[config.mk]
export PLATFORM = sky130hd
export DESIGN_NAME = btn_event_arbiter
export DESIGN_NICKNAME = d
export VERILOG_FILES = /design/src/rtl/btn_event_arbiter_pkg.sv /design/src/rtl/btn_event_arbiter_rr_pick.sv /design/src/rtl/btn_event_arbiter.sv
export SDC_FILE = /design/constraint.sdc
export NUM_CORES = 1
export LEC_CHECK = 0
export ABC_AREA = 1
export CAP_MARGIN = 15
export CORE_MARGIN = 3
export CORE_UTILIZATION = 46
export DETAILED_ROUTE_END_ITERATION = 10
export PLACE_DENSITY = 0.75
export SYNTH_ARGS = -nofsm -noshare
export SYNTH_HDL_FRONTEND = slang
export SYNTH_HIERARCHICAL = 1
export SYNTH_SLANG_ARGS = --single-unit
[constraint.sdc]
create_clock -name clk -period 1.85 [get_ports clk]
set_input_delay 0.4625 -clock clk [delete_from_list [all_inputs] [get_ports clk]]
set_output_delay 0.4625 -clock clk [all_outputs]
set_load 0.05 [all_outputs]
[src/rtl/btn_event_arbiter_pkg.sv]
// -----------------------------------------------------------------------------
// btn_event_arbiter_pkg
// Shared constants for the button event arbiter and its bench:
//   - state_t   : arbiter FSM encoding (IDLE = nothing offered, OFFER = event
//                 presented on evt_id with evt_valid high)
//   - N_BTN_DEF : default number of button sources
//   - CNT_W_DEF : default width of each per-button pending counter
// -----------------------------------------------------------------------------
package btn_event_arbiter_pkg;

    typedef enum logic {
        IDLE  = 1'b0,
        OFFER = 1'b1
    } state_t;

    localparam int N_BTN_DEF = 4;
    localparam int CNT_W_DEF = 2;

endpackage : btn_event_arbiter_pkg

[src/rtl/btn_event_arbiter_rr_pick.sv]
// -----------------------------------------------------------------------------
// rr_pick
// Combinational round-robin picker. The search starts one index after
// last_grant and wraps modulo N, so non-power-of-two N never yields an
// index >= N.
// Ports:
//   req        in  N     request vector (bit i = source i has work)
//   last_grant in  ID_W  index granted most recently
//   grant      out ID_W  first requesting index after last_grant (0 if none)
//   any_req    out 1     at least one request bit is set
// -----------------------------------------------------------------------------
module rr_pick #(
    parameter int N    = 4,
    parameter int ID_W = $clog2(N)
) (
    input  logic [N-1:0]    req,
    input  logic [ID_W-1:0] last_grant,
    output logic [ID_W-1:0] grant,
    output logic            any_req
);

    always_comb begin
        int  idx;
        logic found;
        grant   = '0;
        any_req = |req;
        found   = 1'b0;
        idx     = 0;
        // k runs 1..N so last_grant itself is visited last.
        for (int k = 1; k <= N; k++) begin
            idx = int'(last_grant) + k;
            if (idx >= N) begin
                idx = idx - N;
            end
            if (!found && req[idx]) begin
                found = 1'b1;
                grant = ID_W'(idx);
            end
        end
    end

endmodule : rr_pick

[src/rtl/btn_event_arbiter.sv]
// -----------------------------------------------------------------------------
// btn_event_arbiter
// Collects single-cycle press pulses from N_BTN debounced buttons into
// per-button saturating pending counters and offers them one at a time to a
// consumer, choosing among pending buttons in round-robin order.
//
// Handshake: an event transfers on a clock edge where evt_valid and evt_ready
// are both high. While evt_valid is high and evt_ready is low, evt_valid and
// evt_id hold stable. evt_ready is ignored while evt_valid is low.
//
// Ports:
//   clk           in  1            system clock
//   rst_n         in  1            asynchronous active-low reset
//   btn_pulse     in  N_BTN        press pulses, bit i = button i
//   evt_ready     in  1            consumer accepts the offered event
//   evt_valid     out 1            an event is offered on evt_id
//   evt_id        out clog2(N_BTN) button index of the offered event
//   clr_overrun   in  1            clears overrun_flags (a same-cycle set wins)
//   overrun_flags out N_BTN        sticky: a press was lost to a full counter
//   state_dbg     out state_t      current FSM state
//   cnt_dbg       out N_BTN*CNT_W  pending counters, button i at [i*CNT_W +: CNT_W]
// -----------------------------------------------------------------------------
module btn_event_arbiter
    import btn_event_arbiter_pkg::*;
#(
    parameter int N_BTN = N_BTN_DEF,
    parameter int CNT_W = CNT_W_DEF,
    parameter int ID_W  = $clog2(N_BTN)
) (
    input  logic                   clk,
    input  logic                   rst_n,
    input  logic [N_BTN-1:0]       btn_pulse,
    input  logic                   evt_ready,
    output logic                   evt_valid,
    output logic [ID_W-1:0]        evt_id,
    input  logic                   clr_overrun,
    output logic [N_BTN-1:0]       overrun_flags,
    output state_t                 state_dbg,
    output logic [N_BTN*CNT_W-1:0] cnt_dbg
);

    localparam logic [CNT_W-1:0] CNT_MAX       = '1;
    localparam logic [ID_W-1:0]  LAST_GRANT_RST = ID_W'(N_BTN - 1);

    state_t             state_q, state_d;
    logic [CNT_W-1:0]   cnt_q [N_BTN];
    logic [CNT_W-1:0]   cnt_d [N_BTN];
    logic [ID_W-1:0]    evt_id_q;
    logic [ID_W-1:0]    last_grant_q;
    logic [N_BTN-1:0]   ovr_q, ovr_d, ovr_set;
    logic [N_BTN-1:0]   req;
    logic [ID_W-1:0]    grant;
    logic               any_req;
    logic               load;

    // Requests come from registered counters only, so a fresh pulse needs
    // one edge to reach its counter before it can be arbitrated.
    always_comb begin
        for (int i = 0; i < N_BTN; i++) begin
            req[i] = (cnt_q[i] != '0);
        end
    end

    rr_pick #(
        .N    (N_BTN),
        .ID_W (ID_W)
    ) u_rr_pick (
        .req        (req),
        .last_grant (last_grant_q),
        .grant      (grant),
        .any_req    (any_req)
    );

    // FSM next state and load decision.
    always_comb begin
        state_d = state_q;
        load    = 1'b0;
        case (state_q)
            IDLE: begin
                if (any_req) begin
                    load    = 1'b1;
                    state_d = OFFER;
                end
            end
            OFFER: begin
                if (evt_ready) begin
                    // Back-to-back reload keeps evt_valid high with no bubble.
                    if (any_req) begin
                        load = 1'b1;
                    end else begin
                        state_d = IDLE;
                    end
                end
            end
            default: state_d = IDLE;
        endcase
    end

    // Pending counters. A pulse and a load on the same button cancel, which
    // also means a full counter being loaded can absorb a pulse without loss.
    always_comb begin
        for (int i = 0; i < N_BTN; i++) begin
            logic dec;
            cnt_d[i]   = cnt_q[i];
            ovr_set[i] = 1'b0;
            dec        = load && (grant == ID_W'(i));
            if (btn_pulse[i] && !dec) begin
                if (cnt_q[i] == CNT_MAX) begin
                    ovr_set[i] = 1'b1;
                end else begin
                    cnt_d[i] = cnt_q[i] + 1'b1;
                end
            end else if (dec && !btn_pulse[i]) begin
                cnt_d[i] = cnt_q[i] - 1'b1;
            end
        end
        // A flag set this cycle survives a simultaneous clear.
        ovr_d = (clr_overrun ? '0 : ovr_q) | ovr_set;
    end

    always_ff @(posedge clk or negedge rst_n) begin
        if (!rst_n) begin
            state_q      <= IDLE;
            evt_id_q     <= '0;
            last_grant_q <= LAST_GRANT_RST;
            ovr_q        <= '0;
            for (int i = 0; i < N_BTN; i++) begin
                cnt_q[i] <= '0;
            end
        end else begin
            state_q <= state_d;
            ovr_q   <= ovr_d;
            for (int i = 0; i < N_BTN; i++) begin
                cnt_q[i] <= cnt_d[i];
            end
            if (load) begin
                evt_id_q     <= grant;
                last_grant_q <= grant;
            end
        end
    end

    assign evt_valid     = (state_q == OFFER);
    assign evt_id        = evt_id_q;
    assign overrun_flags = ovr_q;
    assign state_dbg     = state_q;

    always_comb begin
        for (int i = 0; i < N_BTN; i++) begin
            cnt_dbg[i*CNT_W +: CNT_W] = cnt_q[i];
        end
    end

endmodule : btn_event_arbiter

==> run summary <==
Outcome -> complete, but fails checks
Failing checks -> negative setup slack
DP HPWL -> 2320 um
Arrival time of the worst setup path -> 2260 ps
Core ar. -> 0.00236 sq mm
Setup TNS -> -1880 ps
Critical setup path kind -> register to register
Prevailing post-synth register cell -> dfrtp_1
Top cells by area, synth -> dfrtp_1 (31%), nand2_1 (15%), nand3_1 (10%), inv_1 (6.8%), nand2_4 (5.6%)
Critical path fanouts, max -> 7
Fill cell instance count of the final layout -> 159
Final worst setup slack -> -218 ps
Post-layout nets -> 237
Critical path startpoint category -> register
Share of layout cells above drive strength 1 -> 55.7%
Global-route wire length before repair -> 5390 um
Avg WL per Cell -> 13.2 um
Area growth, synth to finish -> 57.0%
Clock edge transition at the registers on the reported setup and hold paths -> 100 ps
Clock Path Buffers -> 2
H-tree depth reported by CTS -> 1
Avg Vias per Cell -> 5.27
Register area share after synthesis -> 35.3%
Worst Skew -> 5.21 ps
Clock root cell -> clkbuf_4
Post-synth net total -> 176
# setup viols final -> 12
Final ANT Viol Nets -> 0
Smallest hold slack -> 429 ps
Port Buffers -> 23
Height of the die -> 57.3 um
Unrepaired setup endpoints after global routing -> yes
Total Routed Length -> 3390 um
Number of DRC markers in iteration 0 -> 80
Remaining global-route overflow -> 0
Number of synthesized flops with an enable pin -> 0
Total number of clock tree sinks -> 17
Endpoint kind of the worst setup timing path -> register
Relative slew margins -> 76.2%
Site Rows -> 17
Total number of yosys warnings -> 6
Avg Synthesized Cell Area -> 7.22 sq um
Data required time of the critical path -> 2040 ps
Initial antenna violation count -> 0
Routability congestion estimate -> 0.856
Post-synthesis instance area -> 0.00121 sq mm
Number of top-level design ports -> 24
Starting density of the core -> 51.4%
Asr flop ratio synth -> 100%
Total Routing Usage GR -> 20.4%
Clock tree from TritonCTS -> built
Number of global-route vias before repair -> 1235
Final Hold Vio Count -> 0
Detailed Routing Iterations Pass 1 -> 4
Cells after synthesis -> 168
Max capacitance violation total -> 0
Die Area -> 0.00329 sq mm
Post-synthesis sequential element count -> 17
Clk Latency, worst-skew pair -> 300 ps
Die outline width -> 57.3 um
Routed via count -> 1350
F_max -> 0.484 GHz
Fin crit period -> 2070 ps
Share of the synthesized area in the top cell type -> 31.0%
Pin count of the biggest net entering global routing -> 11
Ant diodes -> 0
Fin. max-slew vios -> 0
TritonCTS Buffers -> 3
Post-synth top area cell -> dfrtp_1
Distinct cells, synth -> 22
Post-route fraction of the period consumed by the critical path -> 112%
Slew at the pin closest to its max-slew limit -> 356 ps
Hold Crit Class -> input pin to asynchronous set/reset pin
Residual DRC count -> 0
final cells by class:
type	instances	area, sq um	area share (%)
Timing Repair Buffer	58	468	24.6
Clock buffer	4	26.3	1.38
Inverter	25	106	5.59
Tap cell	28	35.0	1.84
Sequential cell	17	438	23.0
Multi-Input combinational cell	124	830	43.6
timing repair:
item                       CTS  global route
setup endpoints to repair   14            16
setup buffers                8             7
hold buffers                 0             0
pin swaps                   14            14
gates resized for setup     20            16
critical path, stage by stage, from the launching register on:
cell	delay (ps)
dfstp_2	600
clkinv_4	120
nand2_4	90
nand2_4	70
nand2_4	60
nand2_4	80
nor2_8	130
nand4_1	150
nand2_4	130
inv_4	50
nor2_4	140
nand3_2	110
nand3_2	90
nand2_1	50
nand2_1	50
nand2_1	50
registers in the layout, indices dropped and copies added (netlist names):
name,flops
overrun_flags,4
evt_valid,1
cnt_dbg,8
last_grant_q,2
evt_id,2
path summary, 6_finish.rpt:
kind,startpoint,to,slack (ps),cells past startpoint
hold reg to reg,evt_id[0],evt_id[0],490,2
setup reg to reg,last_grant_q[0],cnt_dbg[2],-220,15
setup / recovery,last_grant_q[0],cnt_dbg[2],-220,15
max in group asynchronous,rst_n,cnt_dbg[0],930,2
hold / removal,rst_n,cnt_dbg[2],430,1
min in group clk,evt_id[0],evt_id[0],490,2
per-stage QoR:
stage	utilization, %	setup slack, ps	cells	instance area, sq um
2_1_floorplan	-	-169	168	1280
3_3_place_gp	69.2	-210	237	1630
3_5_place_dp	69.2	-277	237	1630
4_1_cts	75.8	-170	249	1790
5_1_grt	80.6	-339	256	1900
6_report	80.6	-218	256	1900
routing by layer:
metal,global-route usage [%],vias to the layer above,part of all wire [%]
met3,2.04,12,3.5
met5,0,-,0
li1,-,658,-
met4,7.28,0,3.5
met1,27.7,639,43
met2,33.7,41,50
cells by family after synthesis:
logic type             count (synthesis)  share of synthesized area (%)
AO/OA/AOI/OAI                          6                           2.99
flip-flops                            17                           35.3
buffers and inverters                 27                           10.1
AND/OR/NAND/NOR                      118                           51.6
cell usage in the layout, fill, tap and decap left out, types with 2 or more instances in the layout:
master	instances
or2_4	4
nor2_1	5
dfrtp_1	7
nand4_1	6
nand3_1	14
nand2_4	12
nand2_1	41
nand2_2	13
nand3_4	2
dfrtp_2	8
dfstp_2	2
buf_4	47
nor2_2	2
o22ai_1	3
inv_1	15
clkbuf_4	3
buf_6	4
clkdlybuf4s50_1	7
clkinv_4	2
inv_2	7
nand3_2	14
nor2_4	3
cells in the mapped netlist, types with 2 or more instances:
| library cell | instances |
|---|---|
| dfrtp_1 | 15 |
| dfstp_2 | 2 |
| o22ai_1 | 4 |
| nand2_4 | 6 |
| nand2_1 | 50 |
| nand3_2 | 5 |
| inv_1 | 22 |
| nor2_2 | 2 |
| nand2_2 | 10 |
| nand4_1 | 6 |
| nor2_1 | 8 |
| or2_2 | 4 |
| nand3_1 | 25 |
Power is left out: the tool's default activity adds up to more than one toggle a clock period on the data nets, which glitch-free logic cannot reach.
